**src/rtl/lcd_bus_receiver.sv**
```systemverilog
// rtl/lcd_bus_receiver.sv - HD44780-compatible LCD bus responder with 32-character display buffer
// Synchronises the LCD pins, decodes writes, emulates busy time and mirrors DDRAM on a read port.
module lcd_bus_receiver #(
   parameter int BUSY_CMD = 2000,
   parameter int BUSY_CLR = 76000,
   parameter int BUSY_DAT = 2000,
   parameter int CNT_W    = 17
) (
   input  logic       iCLK,
   input  logic       iRST,
   input  logic [7:0] LCD_DATA,
   input  logic       LCD_RW,
   input  logic       LCD_EN,
   input  logic       LCD_RS,
   input  logic [4:0] iRD_ADDR,
   output logic [7:0] oRD_DATA,
   output logic       oBUSY,
   output logic       oCMD_VALID,
   output logic [8:0] oCMD,
   output logic       oERR,
   output logic       oDISP_ON,
   output logic       oTWO_LINE
);
   typedef enum logic [1:0] {S_IDLE, S_EXEC, S_CLEAR, S_WAIT} state_t;

   localparam logic [CNT_W-1:0] LIM_CMD = CNT_W'(BUSY_CMD);
   localparam logic [CNT_W-1:0] LIM_CLR = CNT_W'(BUSY_CLR);
   localparam logic [CNT_W-1:0] LIM_DAT = CNT_W'(BUSY_DAT);
   localparam logic [CNT_W-1:0] ONE     = CNT_W'(1);
   localparam logic [7:0]       SPACE   = 8'h20;

   logic [10:0]      sync1_q, sync1_d, sync2_q, sync2_d;
   logic             en_prev_q, en_prev_d;
   state_t           state_q, state_d;
   logic [CNT_W-1:0] cnt_q, cnt_d, lim_q, lim_d;
   logic [4:0]       clr_idx_q, clr_idx_d;
   logic [6:0]       addr_q, addr_d;
   logic             id_q, id_d;
   logic             busy_q, busy_d;
   logic             cmd_valid_q, cmd_valid_d;
   logic [8:0]       cmd_q, cmd_d;
   logic             err_q, err_d;
   logic             disp_on_q, disp_on_d;
   logic             two_line_q, two_line_d;
   logic [7:0]       rd_data_q, rd_data_d;
   logic [7:0]       buf_q [32];
   logic [7:0]       buf_d [32];

   logic       strobe, rs_in, rw_in, write_req;
   logic [7:0] dat_in;

   // Two-line DDRAM stepping: line 1 ends at 0x27, line 2 at 0x67, and they wrap into each other.
   function automatic logic [6:0] step_addr(input logic [6:0] a, input logic inc);
      if (inc) begin
         if (a == 7'h27) return 7'h40;
         if (a == 7'h67) return 7'h00;
         return a + 7'd1;
      end
      if (a == 7'h00) return 7'h67;
      if (a == 7'h40) return 7'h27;
      return a - 7'd1;
   endfunction

   function automatic logic is_mapped(input logic [6:0] a);
      return (a[6:4] == 3'b000) || (a[6:4] == 3'b100);
   endfunction

   always_comb begin
      sync1_d   = {LCD_EN, LCD_RS, LCD_RW, LCD_DATA};
      sync2_d   = sync1_q;
      en_prev_d = sync2_q[10];
      strobe    = en_prev_q & ~sync2_q[10];
      rs_in     = sync2_q[9];
      rw_in     = sync2_q[8];
      dat_in    = sync2_q[7:0];
      write_req = strobe & ~rw_in;
   end

   always_comb begin
      state_d     = state_q;
      cnt_d       = cnt_q;
      lim_d       = lim_q;
      clr_idx_d   = clr_idx_q;
      addr_d      = addr_q;
      id_d        = id_q;
      cmd_valid_d = 1'b0;
      cmd_d       = cmd_q;
      err_d       = write_req & busy_q;
      disp_on_d   = disp_on_q;
      two_line_d  = two_line_q;
      buf_d       = buf_q;
      rd_data_d   = buf_q[iRD_ADDR];

      case (state_q)
         S_IDLE: begin
            if (write_req) begin
               cmd_valid_d = 1'b1;
               cmd_d       = {rs_in, dat_in};
               cnt_d       = '0;
               state_d     = S_EXEC;
               if (rs_in) begin
                  lim_d = LIM_DAT;
                  if (is_mapped(addr_q)) buf_d[{addr_q[6], addr_q[3:0]}] = dat_in;
                  addr_d = step_addr(addr_q, id_q);
               end else begin
                  lim_d = (dat_in == 8'h01) ? LIM_CLR : LIM_CMD;
                  casez (dat_in)
                     8'b1???????: addr_d = dat_in[6:0];
                     8'b01??????: ;
                     8'b001?????: two_line_d = dat_in[3];
                     8'b0001????: if (!dat_in[3]) addr_d = step_addr(addr_q, dat_in[2]);
                     8'b00001???: disp_on_d = dat_in[2];
                     8'b000001??: id_d = dat_in[1];
                     8'b0000001?: addr_d = 7'h00;
                     8'b00000001: begin
                        addr_d = 7'h00;
                        id_d   = 1'b1;
                     end
                     default: ;
                  endcase
               end
            end
         end
         S_EXEC: begin
            cnt_d     = cnt_q + ONE;
            clr_idx_d = '0;
            state_d   = (cmd_q == 9'h001) ? S_CLEAR : S_WAIT;
         end
         S_CLEAR: begin
            buf_d[clr_idx_q] = SPACE;
            cnt_d            = cnt_q + ONE;
            clr_idx_d        = clr_idx_q + 5'd1;
            if (clr_idx_q == 5'd31) state_d = S_WAIT;
         end
         default: begin
            // Busy time counts from the EXEC cycle, so the last WAIT cycle is lim-1.
            if (cnt_q >= lim_q - ONE) state_d = S_IDLE;
            else cnt_d = cnt_q + ONE;
         end
      endcase

      busy_d = (state_d != S_IDLE);
   end

   always_ff @(posedge iCLK or posedge iRST) begin
      if (iRST) begin
         sync1_q     <= '0;
         sync2_q     <= '0;
         en_prev_q   <= 1'b0;
         state_q     <= S_IDLE;
         cnt_q       <= '0;
         lim_q       <= '0;
         clr_idx_q   <= '0;
         addr_q      <= 7'h00;
         id_q        <= 1'b1;
         busy_q      <= 1'b0;
         cmd_valid_q <= 1'b0;
         cmd_q       <= '0;
         err_q       <= 1'b0;
         disp_on_q   <= 1'b0;
         two_line_q  <= 1'b0;
         rd_data_q   <= SPACE;
         for (int i = 0; i < 32; i++) buf_q[i] <= SPACE;
      end else begin
         sync1_q     <= sync1_d;
         sync2_q     <= sync2_d;
         en_prev_q   <= en_prev_d;
         state_q     <= state_d;
         cnt_q       <= cnt_d;
         lim_q       <= lim_d;
         clr_idx_q   <= clr_idx_d;
         addr_q      <= addr_d;
         id_q        <= id_d;
         busy_q      <= busy_d;
         cmd_valid_q <= cmd_valid_d;
         cmd_q       <= cmd_d;
         err_q       <= err_d;
         disp_on_q   <= disp_on_d;
         two_line_q  <= two_line_d;
         rd_data_q   <= rd_data_d;
         buf_q       <= buf_d;
      end
   end

   assign oRD_DATA   = rd_data_q;
   assign oBUSY      = busy_q;
   assign oCMD_VALID = cmd_valid_q;
   assign oCMD       = cmd_q;
   assign oERR       = err_q;
   assign oDISP_ON   = disp_on_q;
   assign oTWO_LINE  = two_line_q;

endmodule

```
**config.mk**
```make
export PLATFORM = sky130hd
export DESIGN_NAME = lcd_bus_receiver
export DESIGN_NICKNAME = d
export VERILOG_FILES = /design/src/rtl/lcd_bus_receiver.sv
export SDC_FILE = /design/constraint.sdc
export NUM_CORES = 1
export LEC_CHECK = 0
export ABC_CLOCK_PERIOD_IN_PS = 30600
export CELL_PAD_IN_SITES_DETAIL_PLACEMENT = 0
export CELL_PAD_IN_SITES_GLOBAL_PLACEMENT = 1
export CORE_ASPECT_RATIO = 1.25
export CORE_UTILIZATION = 50
export CTS_BUF_LIST = sky130_fd_sc_hd__clkbuf_8
export DETAILED_ROUTE_END_ITERATION = 10
export PLACE_DENSITY = 0.8
export SLEW_MARGIN = 20
export SYNTH_ARGS = -nofsm -noshare
export SYNTH_HDL_FRONTEND = slang
export SYNTH_SLANG_ARGS = --single-unit
export TNS_END_PERCENT = 5
```
**constraint.sdc**
```tcl
create_clock -name iCLK -period 30.6 [get_ports iCLK]
set_input_delay 9.18 -clock iCLK [delete_from_list [all_inputs] [get_ports iCLK]]
set_output_delay 9.18 -clock iCLK [all_outputs]
set_load 0.01 [all_outputs]
```
==> flow_metrics.tcl <==
set metrics [dict create \
    run_status "finished, final reports clean" \
    critPathArrivalTime_ps 11660 \
    synthesis.nets 1333 \
    area_delta_synth_final_pct 11.4 \
    htree_num_levels 2 \
    cts_repair_resize_count 0 \
    post-dp-hpwl_microns 29000 \
    synth_top_area_share_pct 47.8 \
    die_width_microns 161 \
    worstSetupPathType "input port to flop" \
    cts_inserted_buffers 53 \
    drt_iter0_drc 916 \
    synth_enable_flop_cells 0 \
    yosys-top-cells-area "dfrtp_1 48%, a22o_1 12%, mux4_2 11%, dfstp_2 5.6%, nand2_1 2.6%" \
    finalHoldViolCount 0 \
    port_buffers 39 \
    synthMostInstantiatedCell "dfrtp_1" \
    insertedDiodeCount 0 \
    yosysWarningCount 0 \
    grt-ovfl-total 0 \
    timing.final.crit_share_pct 36.5 \
    routedWlPerCell_microns 25.0 \
    clock_latency_ps 630 \
    max-clock-path-buffers 3 \
    slew-limit-headroom_pct 26.7 \
    pre_cts_slack_ps 18540 \
    max_cap_viols 0 \
    power.density_cell_area_nw_per_um2 69.5 \
    grt.total_usage_pct 28.2 \
    core_sq_um 31100 \
    p_leak_nw 7.84 \
    final-setup-viol-count 0 \
    rsz0062_at_grt "no" \
    placementRows 72 \
    yosys.area.top_type "dfrtp_1" \
    floorplan.die.height_microns 201 \
    synth_top_flop_cell "dfrtp_1" \
    vias 11444 \
    cts_tree "done" \
    layout_min_cycle_time_ps 11180 \
    max_freq_ghz 0.0895 \
    worstSetupStartpointType "input port" \
    grt_pass1_wl_microns 70400 \
    timing_worst_slew_pin_value_ps 1100 \
    timing_max_transition_violations_final 0 \
    fin_area_sq_um 17600 \
    worst_slack_ps 19420 \
    boundaryPins 40 \
    post_synth_inst_count 1284 \
    synth_cell_type_count 59 \
    synth.ff_latch_count 336 \
    routed_wirelength_microns 43800 \
    synth_sequential_area_ratio_pct 53.4 \
    via_density_per_instance 6.54 \
    synth-async-reset-ratio_pct 100 \
    layout.core_utilization_pct 56.7 \
    initial_core_util_pct 50.9 \
    synth_common_cells "302 x dfrtp_1, 224 x a22o_1, 111 x nand2_1" \
    share_of_final_layout_standard_cells_stronger_than_drive_strength_1_pct 18.6 \
    clk_root_buffer_cell "clkbuf_8" \
    number_of_global_route_vias_before_repair 11642 \
    fin_skew_ps 29.0 \
    power.ir.vdd_worst_mv 0.0459 \
    tns_ps 0 \
    drc_errors 0 \
    grt_start_max_net_pins 136 \
    cts_post_setup_buffers_inserted 0 \
    drt_pre_antenna_iters 6 \
    die-area_sq_um 32400 \
    netlist_area_before_placement_sq_um 15800 \
    detailed_place.area_sq_um 16500 \
    req_time_crit_path_ps 31090 \
    worst-r2r-setup-slack_ps 26810 \
    ctsHoldBuffers 0 \
    postRouteAntennaNets 0 \
    critical_path.endpoint_type "flop" \
    gp_routability_congestion 0.888 \
    report.power.total_mw 1.23 \
    clock_sink_count 336 \
    post_synth.cell_area_avg_sq_um 12.3 \
    hold_path.class "flop to flop" \
    worst-path-max-fanout 52 \
    finish.net_count 1355 \
    cts.reportedPaths.clkPinSlew_ps 70 \
    antenna_found_initial 1 \
]
==> critical path, cell delays in order <==
cell    delay (ps)
buf_4          230
buf_4          780
mux4_2         600
mux4_2         510
mux2_2         290
==> cell type report <==
type                            instances  area (sq um)
Fill cell                            2624         13400
Sequential cell                       336          8450
Multi-Input combinational cell        828          6910
Clock buffer                           69           950
Timing Repair Buffer                   57           551
Tap cell                              407           509
Clock inverter                         24           141
Inverter                               30           120
==> layer usage <==
metal | GRT usage [%] | up-vias | wire (microns)
li1 | - | 4953 | -
met1 | 38.9 | 5836 | 18100
met2 | 44.4 | 540 | 20900
met3 | 4.34 | 115 | 3030
met4 | 12.3 | 0 | 1800
met5 | 0 | - | 0
==> power breakdown <==
group / switching, mW / internal (mW)
combinational: 0.166 / 0.110
sequential: 0.0511 / 0.504
clock: 0.183 / 0.210
==> metrics by stage <==
stage | hold slack [ps] | cells
6_report | 339 | 1751
5_1_grt | 352 | 1751
4_1_cts | 344 | 1750
3_5_place_dp | 336 | 1657
3_3_place_gp | 333 | 1657
2_1_floorplan | 331 | 1284
==> worst paths after layout <==
path	start	end	cells past startpoint
min in group asynchronous	iRST	buf_q[249]$_DFFE_PP0P_	2
hold reg to reg	sync1_q[6]$_DFF_PP0_	sync2_q[6]$_DFF_PP0_	0
setup / recovery	iRD_ADDR[0]	oRD_DATA[1]$_DFF_PP0_	5
max in group asynchronous	iRST	sync2_q[2]$_DFF_PP0_	4
hold / removal	sync1_q[6]$_DFF_PP0_	sync2_q[6]$_DFF_PP0_	0
setup reg to reg	state_q[0]$_DFF_PP0_	buf_q[238]$_DFFE_PP0P_	9
==> state kept, by name, summed over array words and instances (netlist names), 3 cells and up <==
signal / flops
sync2_q: 11
lim_q: 3
sync1_q: 11
cnt_q: 17
oCMD: 9
addr_q: 7
oRD_DATA: 8
buf_q: 256
clr_idx_q: 5
==> cells in the final DEF, fill, tap and decap left out, types with 5 or more instances in the layout <==
cell type	Yosys	routed
nor2_1	70	70
clkinv_2	0	9
a221oi_1	5	5
dfrtp_1	302	301
o21ai_0	24	24
ha_1	31	31
and3_1	8	8
nand4_1	12	12
a21oi_1	48	48
o22ai_1	33	33
mux2i_1	17	17
nor3_1	40	40
nor2_2	8	8
a22o_1	224	224
o31ai_1	6	6
nand2_1	111	111
dfstp_2	34	34
buf_4	0	17
clkdlybuf4s50_1	0	37
mux2_2	12	12
inv_1	29	39
nand3_1	21	21
clkbuf_8	0	69
xnor2_1	9	9
mux4_2	80	80
nand2b_1	5	5
==> cell families after synthesis <==
logic type / count (synthesis) / synth area share [%]
buffers and inverters: 120 / 3.05
AOI/OAI and AO/OA: 371 / 18.1
muxes: 109 / 13.3
DFF: 336 / 53.4
and+or+nand+nor: 306 / 9.09
xor gates and xnor gates: 11 / 0.609
adders and majority gates: 31 / 2.45
Note: power is estimated with default switching activity, not from simulation.
